### src/rtl/seg7_msg_sequencer.sv
// seg7_msg_sequencer: buffers symbol codes and plays them one at a time on a 7-segment decoder
module seg7_msg_sequencer #(
  parameter int DEPTH = 8,
  parameter int DWELL = 2,
  parameter int GAP   = 1,
  localparam int CW = $clog2(DEPTH) + 1,
  localparam int IW = $clog2(DEPTH),
  localparam int TW = $clog2(DWELL + GAP + 1)
) (
  input  logic          clk_2,
  input  logic          reset,
  input  logic          in_valid,
  output logic          in_ready,
  input  logic [5:0]    in_sym,
  input  logic          start,
  input  logic          loop,
  input  logic          clear,
  input  logic          abort,
  output logic [5:0]    sym_out,
  output logic          blank,
  output logic          busy,
  output logic          done,
  output logic [CW-1:0] count
);
  typedef enum logic [1:0] {S_IDLE, S_SHOW, S_GAP, S_DONE} state_t;
  state_t        r_state, w_state_n, w_adv_state;
  logic [IW-1:0] r_idx, w_idx_n, w_adv_idx;
  logic [TW-1:0] r_tmr, w_tmr_n;
  logic [CW-1:0] r_count, w_cnt_nxt;
  logic [5:0]    r_buf [DEPTH];
  logic [5:0]    r_sym, w_sym_n;
  logic          r_blank, w_accept, w_more;
  assign in_ready = (r_state == S_IDLE) && (r_count < CW'(DEPTH));
  assign busy     = (r_state == S_SHOW) || (r_state == S_GAP);
  assign done     = r_state == S_DONE;
  assign count    = r_count;
  assign sym_out  = r_sym;
  assign blank    = r_blank;
  always_comb begin
    w_accept    = in_valid && in_ready && !clear;
    w_cnt_nxt   = r_count + CW'(w_accept);
    w_more      = ({1'b0, r_idx} + CW'(1)) < r_count;
    w_adv_state = (w_more || loop) ? S_SHOW : S_DONE;
    w_adv_idx   = w_more ? r_idx + IW'(1) : '0;
    w_state_n   = r_state;
    w_idx_n     = r_idx;
    w_tmr_n     = r_tmr + TW'(1);
    case (r_state)
      S_IDLE: begin
        w_tmr_n = '0;
        if (!clear && start && w_cnt_nxt != '0) begin
          w_state_n = S_SHOW;
          w_idx_n   = '0;
        end
      end
      S_SHOW: begin
        if (abort) begin
          w_state_n = S_IDLE;
          w_tmr_n   = '0;
        end else if (r_tmr == TW'(DWELL - 1)) begin
          w_tmr_n   = '0;
          w_state_n = (GAP > 0) ? S_GAP : w_adv_state;
          w_idx_n   = (GAP > 0) ? r_idx : w_adv_idx;
        end
      end
      S_GAP: begin
        if (abort) begin
          w_state_n = S_IDLE;
          w_tmr_n   = '0;
        end else if (r_tmr == TW'(GAP - 1)) begin
          w_tmr_n   = '0;
          w_state_n = w_adv_state;
          w_idx_n   = w_adv_idx;
        end
      end
      default: begin
        w_state_n = S_IDLE;
        w_tmr_n   = '0;
      end
    endcase
    // a symbol accepted in the same cycle as start is not yet in the buffer
    w_sym_n = (r_state == S_IDLE && r_count == '0) ? in_sym : r_buf[w_idx_n];
  end
  always_ff @(posedge clk_2) begin
    if (reset) begin
      r_state <= S_IDLE;
      r_idx   <= '0;
      r_tmr   <= '0;
      r_count <= '0;
      r_sym   <= '0;
      r_blank <= 1'b1;
    end else begin
      r_state <= w_state_n;
      r_idx   <= w_idx_n;
      r_tmr   <= w_tmr_n;
      if (r_state == S_IDLE) r_count <= clear ? '0 : w_cnt_nxt;
      if (w_state_n == S_SHOW) r_sym <= w_sym_n;
      r_blank <= w_state_n != S_SHOW;
    end
  end
  always_ff @(posedge clk_2) begin
    if (w_accept) r_buf[r_count[IW-1:0]] <= in_sym;
  end
endmodule

### config.mk
export PLATFORM = sky130hd
export DESIGN_NAME = seg7_msg_sequencer
export DESIGN_NICKNAME = d
export VERILOG_FILES = /design/src/rtl/seg7_msg_sequencer.sv
export SDC_FILE = /design/constraint.sdc
export NUM_CORES = 1
export LEC_CHECK = 0
export BUFFER_PORTS_ARGS = -buffer_cell sky130_fd_sc_hd__buf_4
export CAP_MARGIN = 20
export CORE_MARGIN = 4
export CORE_UTILIZATION = 54
export DETAILED_ROUTE_END_ITERATION = 12
export GPL_ROUTABILITY_DRIVEN = 0
export GPL_TIMING_DRIVEN = 1
export PLACE_DENSITY = 0.73
export SLEW_MARGIN = 20
export SYNTH_ARGS = -nofsm -noshare
export SYNTH_HDL_FRONTEND = slang
export SYNTH_SLANG_ARGS = --single-unit
### constraint.sdc
create_clock -name clk_2 -period 8.3 [get_ports clk_2]
set_clock_uncertainty 0.05 [all_clocks]
set_input_delay 1.66 -clock clk_2 [delete_from_list [all_inputs] [get_ports clk_2]]
set_output_delay 1.66 -clock clk_2 [all_outputs]
set_load 0.05 [all_outputs]
==> impl_metrics.toml, run 1 <==
[global_route]
grt-ovfl-total = 0
grt_use_total_pct = 20.8
antenna_found_initial = 0
grt_pass1_vias = 2272
grt_max_degree = 19
grt_pass1_wl_um = 11900

[yosys]
postSynthCellCount = 280
syn_avg_cell_area_um2 = 12.1
synth_compound_area_share_pct = 17.8
synth-seq-area-share_pct = 53.0
synth_top_family_by_area = "compound AO/OA/AOI/OAI gates"
synth_fa_ha_area_share_pct = 4.78
yosys.cell_types.count = 64
yosysMostFrequentCell = "edfxtp_1"
synth-main-ff-cell = "edfxtp_1"
synth-xor-area-share_pct = 1.21
synth_common_cells = "edfxtp_1, nor2_1, dfxtp_1"
synth-simple-area-share_pct = 13.9
async_reset_ff_share_pct = 0
synthMuxAreaShare_pct = 6.51
synth_area_leaders = "edfxtp_1, dfxtp_1, ha_1, mux2_2, nor2_1"
synth-edff-count = 48
synth_top_cell_by_area = "edfxtp_1"
syn_area_um2 = 3400
syn_nets = 306
synth_top_area_share_pct = 42.4
ys_warn_count = 0
ys_seq_elements = 66

[setup_path]
crit_path_start_kind = "input pin"
crit_required_ns = 8.48
crit_arrival_ns = 4.50
critical_path_class = "in2reg"
crit_path_frequent_cell = "ha_1"
timing.rr.end = "sym_out[4]"
r2r-start = "r_state[1]"
path_max_fanout = 5
crit_path_end_kind = "register"
r2r_cells = 13
r2r_setup_slack_ns = 4.35
path_cells = "buf_4 -> inv_1 -> and3_1 -> ha_1 -> ha_1 -> xnor2_2 -> o2111a_1 -> o21ai_1 -> o32ai_1 -> a41oi_1 -> o221ai_1 -> o31ai_1"
crit_path_top_delay_cell = "a41oi_1"
critPathMaxStageDelay_ns = 0.49

[clocking]
postCtsSetupBuffers = 0
cts.path.max_buffers = 2
cts.reportedPaths.clkPinSlew_ns = 0.08
tritoncts = "done"
htreeDepth = 3
post_cts_resize_count = 0
cts_buffers = 9
clockRootBuffer = "clkbuf_8"
hold_buffers = 0
cts.sinks = 66
insertion_delay_ns = 0.33

[timing]
final_max_slew_viol_count = 0
rsz0062_at_grt = "false"
fin_ws_ns = 3.98
holdWs_ns = 0.448
min_period_over_period_pct = 52.0
setup_viol = 0
worst_pin_slew_ns = 0.866
max_freq_mhz = 232
tns_ns = 0
layout_min_cycle_time_ns = 4.32
hold_viol = 0
relSlewSlack_pct = 41.8

[placed_design]
port_buffers = 26
placedInstanceArea_um2 = 3630
dp_hpwl_um = 5190
place_inst = 372
place_ws_ns = 3.76

[power_and_ir_drop]
ir_worst_vdd_uv = 127
powerDensity_nw_per_um2 = 186
p_leak_nw = 1.35
fin_total_pwr_mw = 0.717

[cells_and_area]
final_nets = 334
drive_gt1_share_pct = 25.2
final_util_pct = 64.0
final_area_um2 = 3860
final_cells = 388
syn_to_final_growth_pct = 13.5
diodes = 0

[route]
vias = 2340
drtIter0Drc = 350
remaining_drc_errors = 0
wl_met3_um = 540
first_pass_iters = 5
wl_met2_um = 3330
met1Wirelength_um = 3310
ant_nets = 0
viasPerCell = 6.03
avgRoutedWirePerCell_um = 18.7
top_layer = "met4"
wl_um = 7270

[hold_path]
worstHoldEndpoint = "sym_out[1]"
hp-start = "sym_out[1]"
min_path_cells = 2
hold_path_class = "reg2reg"

[die]
row_count = 28
io_pins = 27
coreArea_um2 = 6030
die_area_um2 = 7630
die_h_um = 87.4
die_w_um = 87.4
initial_core_util_pct = 56.4

[status]
outcome = "finished, final reports clean"

[flow_run]
maxCapViolCount = 0
==> kinds of logic (layout without fill, tap and decap cells) <==
group,Yosys count,count (layout)
simple gates,88,88
compound gates,73,73
flops,66,66
buf+inv,20,53
mux,17,17
fa+ha+maj,13,13
xor+xnor,3,3
==> where the power goes <==
part / internal, mW / leakage [nW] / switching (mW)
Clock: 0.172 / 0.114 / 0.127
Sequential: 0.358 / 0.579 / 0.00286
Combinational: 0.0202 / 0.659 / 0.0378
Total: 0.550 / 1.35 / 0.167
==> state kept, by name (all words and copies together) (netlist names) <==
signal   cells
r_buf       48
sym_out      6
count        4
r_idx        3
r_state      2
r_tmr        2
blank        1
==> metal layers <==
metal | global-route usage [%] | vias to the layer above
met2 | 29.3 | 86
met4 | 8.09 | 0
met3 | 6.24 | 6
met1 | 30.1 | 1099
met5 | 0 | -
li1 | - | 1149
==> layout by cell type, fill, tap and decap left out, types with 5 or more instances in the layout <==
cell type / synthesis / routed
a41oi_1: 6 / 6
buf_4: 1 / 26
clkbuf_8: 0 / 9
dfxtp_1: 18 / 18
edfxtp_1: 48 / 48
a21oi_1: 7 / 7
nand2_1: 13 / 13
o21ai_0: 12 / 12
inv_1: 10 / 10
nor3_1: 6 / 6
o221ai_1: 6 / 6
nor3b_1: 5 / 5
nand3_1: 14 / 14
nor2_1: 27 / 27
ha_1: 13 / 13
mux2_2: 12 / 12
==> worst max-delay path by stage <==
stage	slack, ns	endpoint	start	depth (start not counted)
detailed placement	3.76	sym_out[4]	clear	12
global placement	3.89	sym_out[1]	clear	12
finish	3.98	sym_out[4]	clear	12
floorplan	4.16	sym_out[0]	clear	13
CTS	4.03	sym_out[4]	clear	12
global route	3.82	sym_out[4]	clear	12
==> cell type report <==
| cell class | count | area, um2 |
|---|---|---|
| well taps | 75 | 93.8 |
| clock buffers | 9 | 124 |
| fillers | 465 | 2170 |
| flip-flops and latches | 66 | 1800 |
| clock inverters | 7 | 100 |
| multi-input cells | 194 | 1500 |
| repair buffers | 26 | 195 |
| inverters | 11 | 41.3 |
==> critical path, delay by kind of cell <==
| family | cells | cell delay (ns) |
|---|---|---|
| XOR/XNOR | 1 | 0.11 |
| AND/OR/NAND/NOR | 1 | 0.26 |
| AO/OA/AOI/OAI | 6 | 1.74 |
| adder cells (fa/ha/maj) | 2 | 0.52 |
| buffers and inverters | 2 | 0.21 |
Power figures use the tool's default switching activity.
==> run 2: changes to the inputs <==
- PLACE_DENSITY: 0.73 -> 0.76
- clock period: 8.3 -> 3.7 ns (I/O delays scaled with it)
==> run 2 against run 1 <==
Hold slack is essentially flat. Combinational power grew 130%. Register-to-register slack lost 4.1 ns. Sequential share of layout area shrank 1.1 points. Clock power grew 130%. Sequential power grew 120%. Non-clock buffer count grew 11. Critical endpoint is now sym_out[1].
==> impl_metrics.toml, run 2 (synthesized netlist as in run 1, its figures left out) <==
[status]
outcome = "finished, final reports clean"

[setup_path]
crit_required_ns = 3.87
timing.rr.end = "sym_out[1]"
r2r_setup_slack_ns = 0.26
crit_path_start_kind = "register"
path_max_fanout = 16
r2r-start = "r_state[0]"
critical_path_class = "reg2reg"
crit_path_end_kind = "register"
setup.worst_path.start = "r_state[0]"
setup.worst_path.end = "sym_out[1]"
crit_arrival_ns = 3.61
r2r_cells = 13

[timing]
tns_ns = 0
relSlewSlack_pct = 39.9
hold_viol = 0
layout_min_cycle_time_ns = 3.44
setup_viol = 0
holdWs_ns = 0.448
rsz0062_at_grt = "false"
final_max_slew_viol_count = 0
max_freq_mhz = 291
worst_pin_slew_ns = 0.895
min_period_over_period_pct = 92.9

[cells_and_area]
diodes = 0
final_common_cell = "edfxtp_1"
largest_reg_flops = 48
fill_cells = 455
final_nets = 345
syn_to_final_growth_pct = 16.2
final_cell_mix = "edfxtp_1, buf_4, nor2_1, dfxtp_1, nand3_1"
drive_gt1_share_pct = 28.7

[die]
coreArea_um2 = 6030
io_pins = 27
die_w_um = 87.4
die_h_um = 87.4
die_area_um2 = 7630
row_count = 28
initial_core_util_pct = 56.4

[clocking]
insertion_delay_ns = 0.34
htreeDepth = 3
cts.sinks = 66
tritoncts = "done"
clockRootBuffer = "clkbuf_8"
hold_buffers = 0
cts.reportedPaths.clkPinSlew_ns = 0.08
cts.path.max_buffers = 2
cts_buffers = 9

[route]
first_pass_iters = 5
drtIter0Drc = 333
vias = 2476
viasPerCell = 6.21
avgRoutedWirePerCell_um = 18.7
wl_um = 7450
ant_nets = 0
remaining_drc_errors = 0

[placed_design]
dp_hpwl_um = 5340
port_buffers = 26

[global_route]
grt_pass1_vias = 2430
grt_pass1_wl_um = 12200
grt_use_total_pct = 20.8
grt-ovfl-total = 0
grt_max_degree = 19
antenna_found_initial = 0

[hold_path]
hold_path_class = "reg2reg"

[power_and_ir_drop]
fin_total_pwr_mw = 1.62
p_leak_nw = 1.41
powerDensity_nw_per_um2 = 409
ir_worst_vdd_uv = 318

[flow_run]
maxCapViolCount = 0
==> run 2: worst min path at each step <==
stage                           from    endpoint  cells past startpoint
after floorplan             r_tmr[0]    r_tmr[0]                      3
after global placement    sym_out[1]  sym_out[1]                      2
after detailed placement  sym_out[1]  sym_out[1]                      2
after CTS                 sym_out[1]  sym_out[1]                      2
after global routing      sym_out[1]  sym_out[1]                      2
final                     sym_out[1]  sym_out[1]                      2
==> run 2: critical path, cell delays in order (launching register included) <==
cell and delay [ns]:
dfxtp_1 0.40, inv_1 0.11, ha_1 0.25, nor2b_2 0.18, and3_1 0.25, ha_1 0.25, ha_1 0.24, xnor2_2 0.16
o2111ai_2 0.13, a21boi_2 0.14, nor2_4 0.38, mux4_2 0.57, a22oi_2 0.13, o211ai_1 0.09
==> run 2: through the flow <==
step	std cells	util, %	setup WS (ns)	instance area (um2)
floorplan	280	-	0.103	3400
global placement	380	61.4	0.263	3700
detailed placement	380	61.4	0.187	3700
CTS	396	65.1	0.151	3920
global route	399	65.6	0.0114	3950
finish	399	65.6	0.262	3950
==> run 2: power breakdown <==
part           internal, mW  switching, mW  leakage, nW
logic                0.0488         0.0871        0.714
clock network         0.386          0.287        0.115
registers             0.803        0.00632        0.579
total                  1.24          0.381         1.41
==> run 2: cell type report <==
type	count	area [um2]	area share [%]
clock inverters	7	103	2.60
clock buffers	9	124	3.13
repair buffers	37	278	7.03
multi-input cells	194	1510	38.2
inverters	11	41.3	1.04
flip-flops and latches	66	1800	45.6
well taps	75	93.8	2.37
==> run 2: metal layers <==
layer  share of wire (%)  vias to the layer above  GRT usage, %
li1                    -                     1176             -
met3                 7.1                       11          5.49
met1                  45                     1191          29.1
met4                 1.0                        0          5.02
met5                   0                        -             0
met2                  47                       98          32.5
==> run 2: what timing repair did <==
item                       CTS  global route
setup buffers                0             3
resized for setup            0             2
setup endpoints to repair    0             6
